$ cat config.mk
export PLATFORM = sky130hd
export DESIGN_NAME = slot_axil_regs
export DESIGN_NICKNAME = d
export VERILOG_FILES = /design/src/rtl/slot_regs_pkg.sv /design/src/rtl/slot_addr_decode.sv /design/src/rtl/slot_axil_regs.sv
export SDC_FILE = /design/constraint.sdc
export NUM_CORES = 2
export LEC_CHECK = 0
export BUFFER_PORTS_ARGS = -buffer_cell sky130_fd_sc_hd__buf_4
export CAP_MARGIN = 20
export CORE_AREA = 4 4 542 544
export CTS_BUF_LIST = sky130_fd_sc_hd__clkbuf_16
export CTS_CLUSTER_SIZE = 24
export DETAILED_ROUTE_END_ITERATION = 12
export DIE_AREA = 0 0 546 548
export PLACE_DENSITY = 0.37
export SLEW_MARGIN = 20
export SYNTH_ARGS = -nofsm -noshare
export SYNTH_HDL_FRONTEND = slang
export SYNTH_HIERARCHICAL = 1
export SYNTH_SLANG_ARGS = --single-unit
$ cat constraint.sdc
create_clock -name sys_clk_clk_p -period 3 [get_ports sys_clk_clk_p]
set_clock_uncertainty 0.05 [all_clocks]
set_input_delay 0.15 -clock sys_clk_clk_p [delete_from_list [all_inputs] [get_ports sys_clk_clk_p]]
set_output_delay 0.15 -clock sys_clk_clk_p [all_outputs]
set_load 0.01 [all_outputs]
$ cat src/rtl/slot_regs_pkg.sv
// Shared constants, FSM state types and the byte-merge helper for the SLOT register block.
package slot_regs_pkg;

  localparam logic [1:0] RESP_OKAY   = 2'b00;
  localparam logic [1:0] RESP_SLVERR = 2'b10;

  localparam int REG_ID     = 0;
  localparam int REG_STATUS = 1;
  // Index width covers the largest supported register count (64).
  localparam int IDX_W      = 6;

  typedef enum logic {W_IDLE = 1'b0, W_RESP = 1'b1} w_state_e;
  typedef enum logic {R_IDLE = 1'b0, R_DATA = 1'b1} r_state_e;

  function automatic logic [63:0] byte_merge(input logic [63:0] old_v,
                                             input logic [63:0] new_v,
                                             input logic [7:0]  strb);
    logic [63:0] res;
    res = old_v;
    for (int k = 0; k < 8; k++) begin
      if (strb[k]) begin
        res[8*k +: 8] = new_v[8*k +: 8];
      end else begin
        res[8*k +: 8] = old_v[8*k +: 8];
      end
    end
    return res;
  endfunction

endpackage

$ cat src/rtl/slot_addr_decode.sv
// Combinational byte-address to register-index decoder for the SLOT register window.
module slot_addr_decode
  import slot_regs_pkg::*;
#(
  parameter logic [63:0] BASE_ADDR = 64'h0,
  parameter int          NUM_REGS  = 16
) (
  input  logic [63:0]      addr,
  output logic [IDX_W-1:0] index,
  output logic             in_range
);

  localparam logic [63:0] SPAN = 64'(NUM_REGS) * 64'd8;

  logic [63:0] offset_s;

  // Offset from the window base; the lower bound check guards against wrap-around.
  always_comb begin
    offset_s = addr - BASE_ADDR;
    in_range = (addr >= BASE_ADDR) && (offset_s < SPAN);
    index    = offset_s[IDX_W+2:3];
  end

endmodule

$ cat src/rtl/slot_axil_regs.sv
// AXI4-Lite slave with NUM_REGS 64-bit registers: ID, live status, then read/write registers.
// Define SLOT_REGS_SLVERR_EN to answer out-of-range accesses with SLVERR instead of OKAY.
module slot_axil_regs
  import slot_regs_pkg::*;
#(
  parameter logic [63:0] BASE_ADDR = 64'h0,
  parameter int          NUM_REGS  = 16,
  parameter logic [63:0] ID_VALUE  = 64'h534C_4F54_0000_0001
) (
  input  logic                     sys_clk_clk_p,
  input  logic                     sys_rst,
  input  logic [63:0]              SLOT_awaddr,
  input  logic [2:0]               SLOT_awprot,
  input  logic                     SLOT_awvalid,
  output logic                     SLOT_awready,
  input  logic [63:0]              SLOT_wdata,
  input  logic [7:0]               SLOT_wstrb,
  input  logic                     SLOT_wvalid,
  output logic                     SLOT_wready,
  output logic [1:0]               SLOT_bresp,
  output logic                     SLOT_bvalid,
  input  logic                     SLOT_bready,
  input  logic [63:0]              SLOT_araddr,
  input  logic [2:0]               SLOT_arprot,
  input  logic                     SLOT_arvalid,
  output logic                     SLOT_arready,
  output logic [63:0]              SLOT_rdata,
  output logic [1:0]               SLOT_rresp,
  output logic                     SLOT_rvalid,
  input  logic                     SLOT_rready,
  input  logic [63:0]              status_in,
  output logic [NUM_REGS*64-1:0]   cfg_regs,
  output logic [NUM_REGS-1:0]      wr_pulse
);

`ifdef SLOT_REGS_SLVERR_EN
  localparam logic [1:0] OOR_RESP = RESP_SLVERR;
`else
  localparam logic [1:0] OOR_RESP = RESP_OKAY;
`endif

  w_state_e             w_state_r;
  r_state_e             r_state_r;
  logic                 aw_done_r;
  logic                 w_done_r;
  logic [63:0]          awaddr_r;
  logic [63:0]          wdata_r;
  logic [7:0]           wstrb_r;
  logic                 bvalid_r;
  logic [1:0]           bresp_r;
  logic [NUM_REGS-1:0]  wr_pulse_r;
  logic                 rvalid_r;
  logic [1:0]           rresp_r;
  logic [63:0]          rdata_r;
  logic [63:0]          regs_r [2:NUM_REGS-1];
  logic [IDX_W-1:0]     w_index_s;
  logic                 w_in_range_s;
  logic [IDX_W-1:0]     r_index_s;
  logic                 r_in_range_s;
  logic [63:0]          rd_word_s;
  logic                 unused_s;

  assign unused_s = ^{SLOT_awprot, SLOT_arprot};

  slot_addr_decode #(.BASE_ADDR(BASE_ADDR), .NUM_REGS(NUM_REGS)) u_w_decode (
    .addr     (awaddr_r),
    .index    (w_index_s),
    .in_range (w_in_range_s)
  );

  slot_addr_decode #(.BASE_ADDR(BASE_ADDR), .NUM_REGS(NUM_REGS)) u_r_decode (
    .addr     (SLOT_araddr),
    .index    (r_index_s),
    .in_range (r_in_range_s)
  );

  // Ready lines follow registered state but are forced low while reset is held.
  assign SLOT_awready = !sys_rst && (w_state_r == W_IDLE) && !aw_done_r;
  assign SLOT_wready  = !sys_rst && (w_state_r == W_IDLE) && !w_done_r;
  assign SLOT_arready = !sys_rst && (r_state_r == R_IDLE);
  assign SLOT_bvalid  = bvalid_r;
  assign SLOT_bresp   = bresp_r;
  assign SLOT_rvalid  = rvalid_r;
  assign SLOT_rresp   = rresp_r;
  assign SLOT_rdata   = rdata_r;
  assign wr_pulse     = wr_pulse_r;

  // Flattened register view: ID and live status first, then the stored registers.
  always_comb begin
    cfg_regs = {(NUM_REGS*64){1'b0}};
    cfg_regs[64*REG_ID +: 64]     = ID_VALUE;
    cfg_regs[64*REG_STATUS +: 64] = status_in;
    for (int i = 2; i < NUM_REGS; i++) begin
      cfg_regs[64*i +: 64] = regs_r[i];
    end
  end

  // Read mux; out-of-range addresses select nothing and yield zero.
  always_comb begin
    rd_word_s = 64'd0;
    for (int i = 0; i < NUM_REGS; i++) begin
      rd_word_s = rd_word_s |
                  ((r_in_range_s && (r_index_s == IDX_W'(i))) ? cfg_regs[64*i +: 64] : 64'd0);
    end
  end

  // Write FSM: capture AW and W independently, commit on the following edge, hold B until taken.
  always_ff @(posedge sys_clk_clk_p) begin
    if (sys_rst) begin
      w_state_r  <= W_IDLE;
      aw_done_r  <= 1'b0;
      w_done_r   <= 1'b0;
      awaddr_r   <= 64'd0;
      wdata_r    <= 64'd0;
      wstrb_r    <= 8'd0;
      bvalid_r   <= 1'b0;
      bresp_r    <= RESP_OKAY;
      wr_pulse_r <= {NUM_REGS{1'b0}};
      for (int i = 2; i < NUM_REGS; i++) begin
        regs_r[i] <= 64'd0;
      end
    end else begin
      wr_pulse_r <= {NUM_REGS{1'b0}};
      case (w_state_r)
        W_IDLE: begin
          if (aw_done_r && w_done_r) begin
            if (w_in_range_s) begin
              for (int i = 2; i < NUM_REGS; i++) begin
                if (w_index_s == IDX_W'(i)) begin
                  regs_r[i] <= byte_merge(regs_r[i], wdata_r, wstrb_r);
                end
              end
              wr_pulse_r <= {{(NUM_REGS-1){1'b0}}, 1'b1} << w_index_s;
              bresp_r    <= RESP_OKAY;
            end else begin
              bresp_r    <= OOR_RESP;
            end
            bvalid_r  <= 1'b1;
            w_state_r <= W_RESP;
          end else begin
            if (SLOT_awvalid && SLOT_awready) begin
              aw_done_r <= 1'b1;
              awaddr_r  <= SLOT_awaddr;
            end
            if (SLOT_wvalid && SLOT_wready) begin
              w_done_r <= 1'b1;
              wdata_r  <= SLOT_wdata;
              wstrb_r  <= SLOT_wstrb;
            end
          end
        end
        W_RESP: begin
          if (SLOT_bready) begin
            bvalid_r  <= 1'b0;
            aw_done_r <= 1'b0;
            w_done_r  <= 1'b0;
            w_state_r <= W_IDLE;
          end
        end
        default: begin
          w_state_r <= W_IDLE;
        end
      endcase
    end
  end

  // Read FSM: sample the addressed word at the AR handshake and hold it until R is taken.
  always_ff @(posedge sys_clk_clk_p) begin
    if (sys_rst) begin
      r_state_r <= R_IDLE;
      rvalid_r  <= 1'b0;
      rresp_r   <= RESP_OKAY;
      rdata_r   <= 64'd0;
    end else begin
      case (r_state_r)
        R_IDLE: begin
          if (SLOT_arvalid) begin
            rdata_r   <= rd_word_s;
            rresp_r   <= r_in_range_s ? RESP_OKAY : OOR_RESP;
            rvalid_r  <= 1'b1;
            r_state_r <= R_DATA;
          end
        end
        R_DATA: begin
          if (SLOT_rready) begin
            rvalid_r  <= 1'b0;
            r_state_r <= R_IDLE;
          end
        end
        default: begin
          r_state_r <= R_IDLE;
        end
      endcase
    end
  end

endmodule

==> flow_summary.ini <==
[status]
outcome = complete, but fails checks
violations = negative setup slack

[timing]
worstMarginPinSlew_ns = 1.14
report.final.slew_viol_count = 0
finalSetupViolations = 59
max_freq_mhz = 326
period_share = 1.02
fin_crit_ns = 3.07
hold_viol = 0
slew_headroom = 0.238
setup_ws_ns = -0.0685
rsz0062_at_grt = yes

[global_routing]
grt_overflow = 0
grt_pass1_wl_um = 480000
grt_usage = 0.243
grt_max_degree = 118
grt_pass1_vias = 43531
antenna_found_initial = 62

[final_layout]
final_cell_mix = buf_4, edfxtp_1, and2_1
syn2layout_area_growth_pct = 55.8
mostFrequentLayoutCell = buf_4
final_util = 0.267
fin_nets = 6220
layout-drive-gt1-share = 0.357

[synth]
synth_warnings = 6
synth_area_mm2 = 0.0496
syn_avg_cell_area_um2 = 12.2
syn_inst = 4065

[clock_network]
clk_pin_slew_ns = 0.06
numCtsBuffers = 146
clock-sinks = 1115
worstSkewPairLatency_ns = 0.85
cts_tree = built
htreeDepth = 4
cts_root_buf = clkbuf_16
clk_path_buf_depth = 4

[drt]
routed-via-count = 44516
totalWireLength_um = 382000
first_pass_iters = 9
avgRoutedWirePerCell_um = 38.7
viasPerCell = 4.50
dr.first_iter.drc_count = 5175
remaining_drc_errors = 0
postRouteAntennaNets = 0

[power_and_ir_drop]
leakage_nw = 31.3
ir_drop_mv = 0.376
p_per_area_mw_per_mm2 = 513

[setup_path]
start_kind = flip-flop
cp_num_buf_inv = 5
arrival_ns = 3.52
worst-setup-path-type = reg2reg
cpMaxStageDelayCell = nor4_4
path_cells = nor4_2, buf_4, nand4_1, nor4_4, buf_4, nor2b_4, nand3_2, buf_6, nor2_4, buf_12, a21o_1, buf_12
required_ns = 3.45
crit_path_max_fanout = 10
crit_path_max_incr_delay_ns = 0.34
critPathTopFamily = simple AND/OR/NAND/NOR gates
crit_path_end_kind = flip-flop

[place]
pre_cts_ws_ns = -1.03
port_buffers = 1309
hpwl_um = 292000
gp_congestion = 0.889

[die]
rows = 198
ioPinCount = 1390
chipWidth_um = 546
coreArea_mm2 = 0.290
start_util = 0.171
die_area_mm2 = 0.299
die_height_um = 548

[min_path]
hp-class = in2reg

[flow_run]
cap_violations = 0
[stage by stage]
| stage | power [mW] | setup TNS, ns | area, um2 | hold slack [ns] | std cells |
|---|---|---|---|---|---|
| 3_3_place_gp | 22.6 | -837.96 | 67600 | 0.351 | 9181 |
| 2_1_floorplan | 19.3 | 0 | 49800 | 0.236 | 4131 |
| 5_1_grt | 40.8 | -120.05 | 77200 | 0.0597 | 9869 |
| 6_report | 39.6 | -1.00 | 77200 | 0.0776 | 9891 |
| 3_5_place_dp | 22.6 | -738.73 | 67600 | 0.358 | 9181 |
| 4_1_cts | 40.0 | -42.30 | 76700 | 0.0130 | 9842 |
[cell type report]
cell class / count / area, um2
sequential: 1115 / 31300
antenna: 31 / 77.6
clock inverter: 117 / 786
tap: 3800 / 4750
multi-input combinational: 2498 / 16400
inverter: 2 / 7.51
timing repair buffer: 2180 / 20200
fill: 30312 / 212000
clock buffer: 148 / 3700
[registers in the layout, summed over array words and instances (netlist names)]
name	count
regs_r	896
wr_pulse	16
wdata_r	64
awaddr_r	61
SLOT_rdata	64
SLOT_bvalid	1
r_state_r	1
w_state_r	1
wstrb_r	8
aw_done_r	1
w_done_r	1
SLOT_rvalid	1
[where the power goes]
group	internal (mW)	total, mW	leakage, nW	switching [mW]
combinational	1.95	4.39	17.9	2.44
sequential	17.2	18.2	11.0	0.968
clock	9.52	17.0	2.40	7.50
[worst register-to-register path: stages (launching register included)]
cell	delay, ns
dfxtp_2	0.32
nor4_2	0.26
buf_4	0.16
nand4_1	0.16
nor4_4	0.34
buf_4	0.19
nor2b_4	0.20
nand3_2	0.10
buf_6	0.17
nor2_4	0.14
buf_12	0.20
a21o_1	0.30
buf_12	0.17
[per-layer routing]
layer	GRT usage	wire (um)	vias to the layer above
met4	0.0695	12400	8
met3	0.0595	31100	396
met5	0	54	-
met2	0.406	181000	2524
met1	0.311	158000	23211
li1	-	-	18377
[final timing paths]
check | slack, ns | cells past startpoint | start | to
max | -0.07 | 12 | awaddr_r[53] | regs_r[0][473]
min | 0.08 | 4 | status_in[19] | SLOT_rdata[19]
min reg2reg | 0.41 | 2 | awaddr_r[32] | awaddr_r[32]
max reg2reg | -0.07 | 12 | awaddr_r[53] | regs_r[0][473]
[timing repair]
action,CTS,global route
setup buffers,56,28
pin swaps,26,19
setup endpoints to repair,1808,1649
gates cloned,16,7
resized for setup,96,110
hold buffers,327,0
endpoints found under the hold margin,291,0
Note: power is estimated with default switching activity, not from simulation.
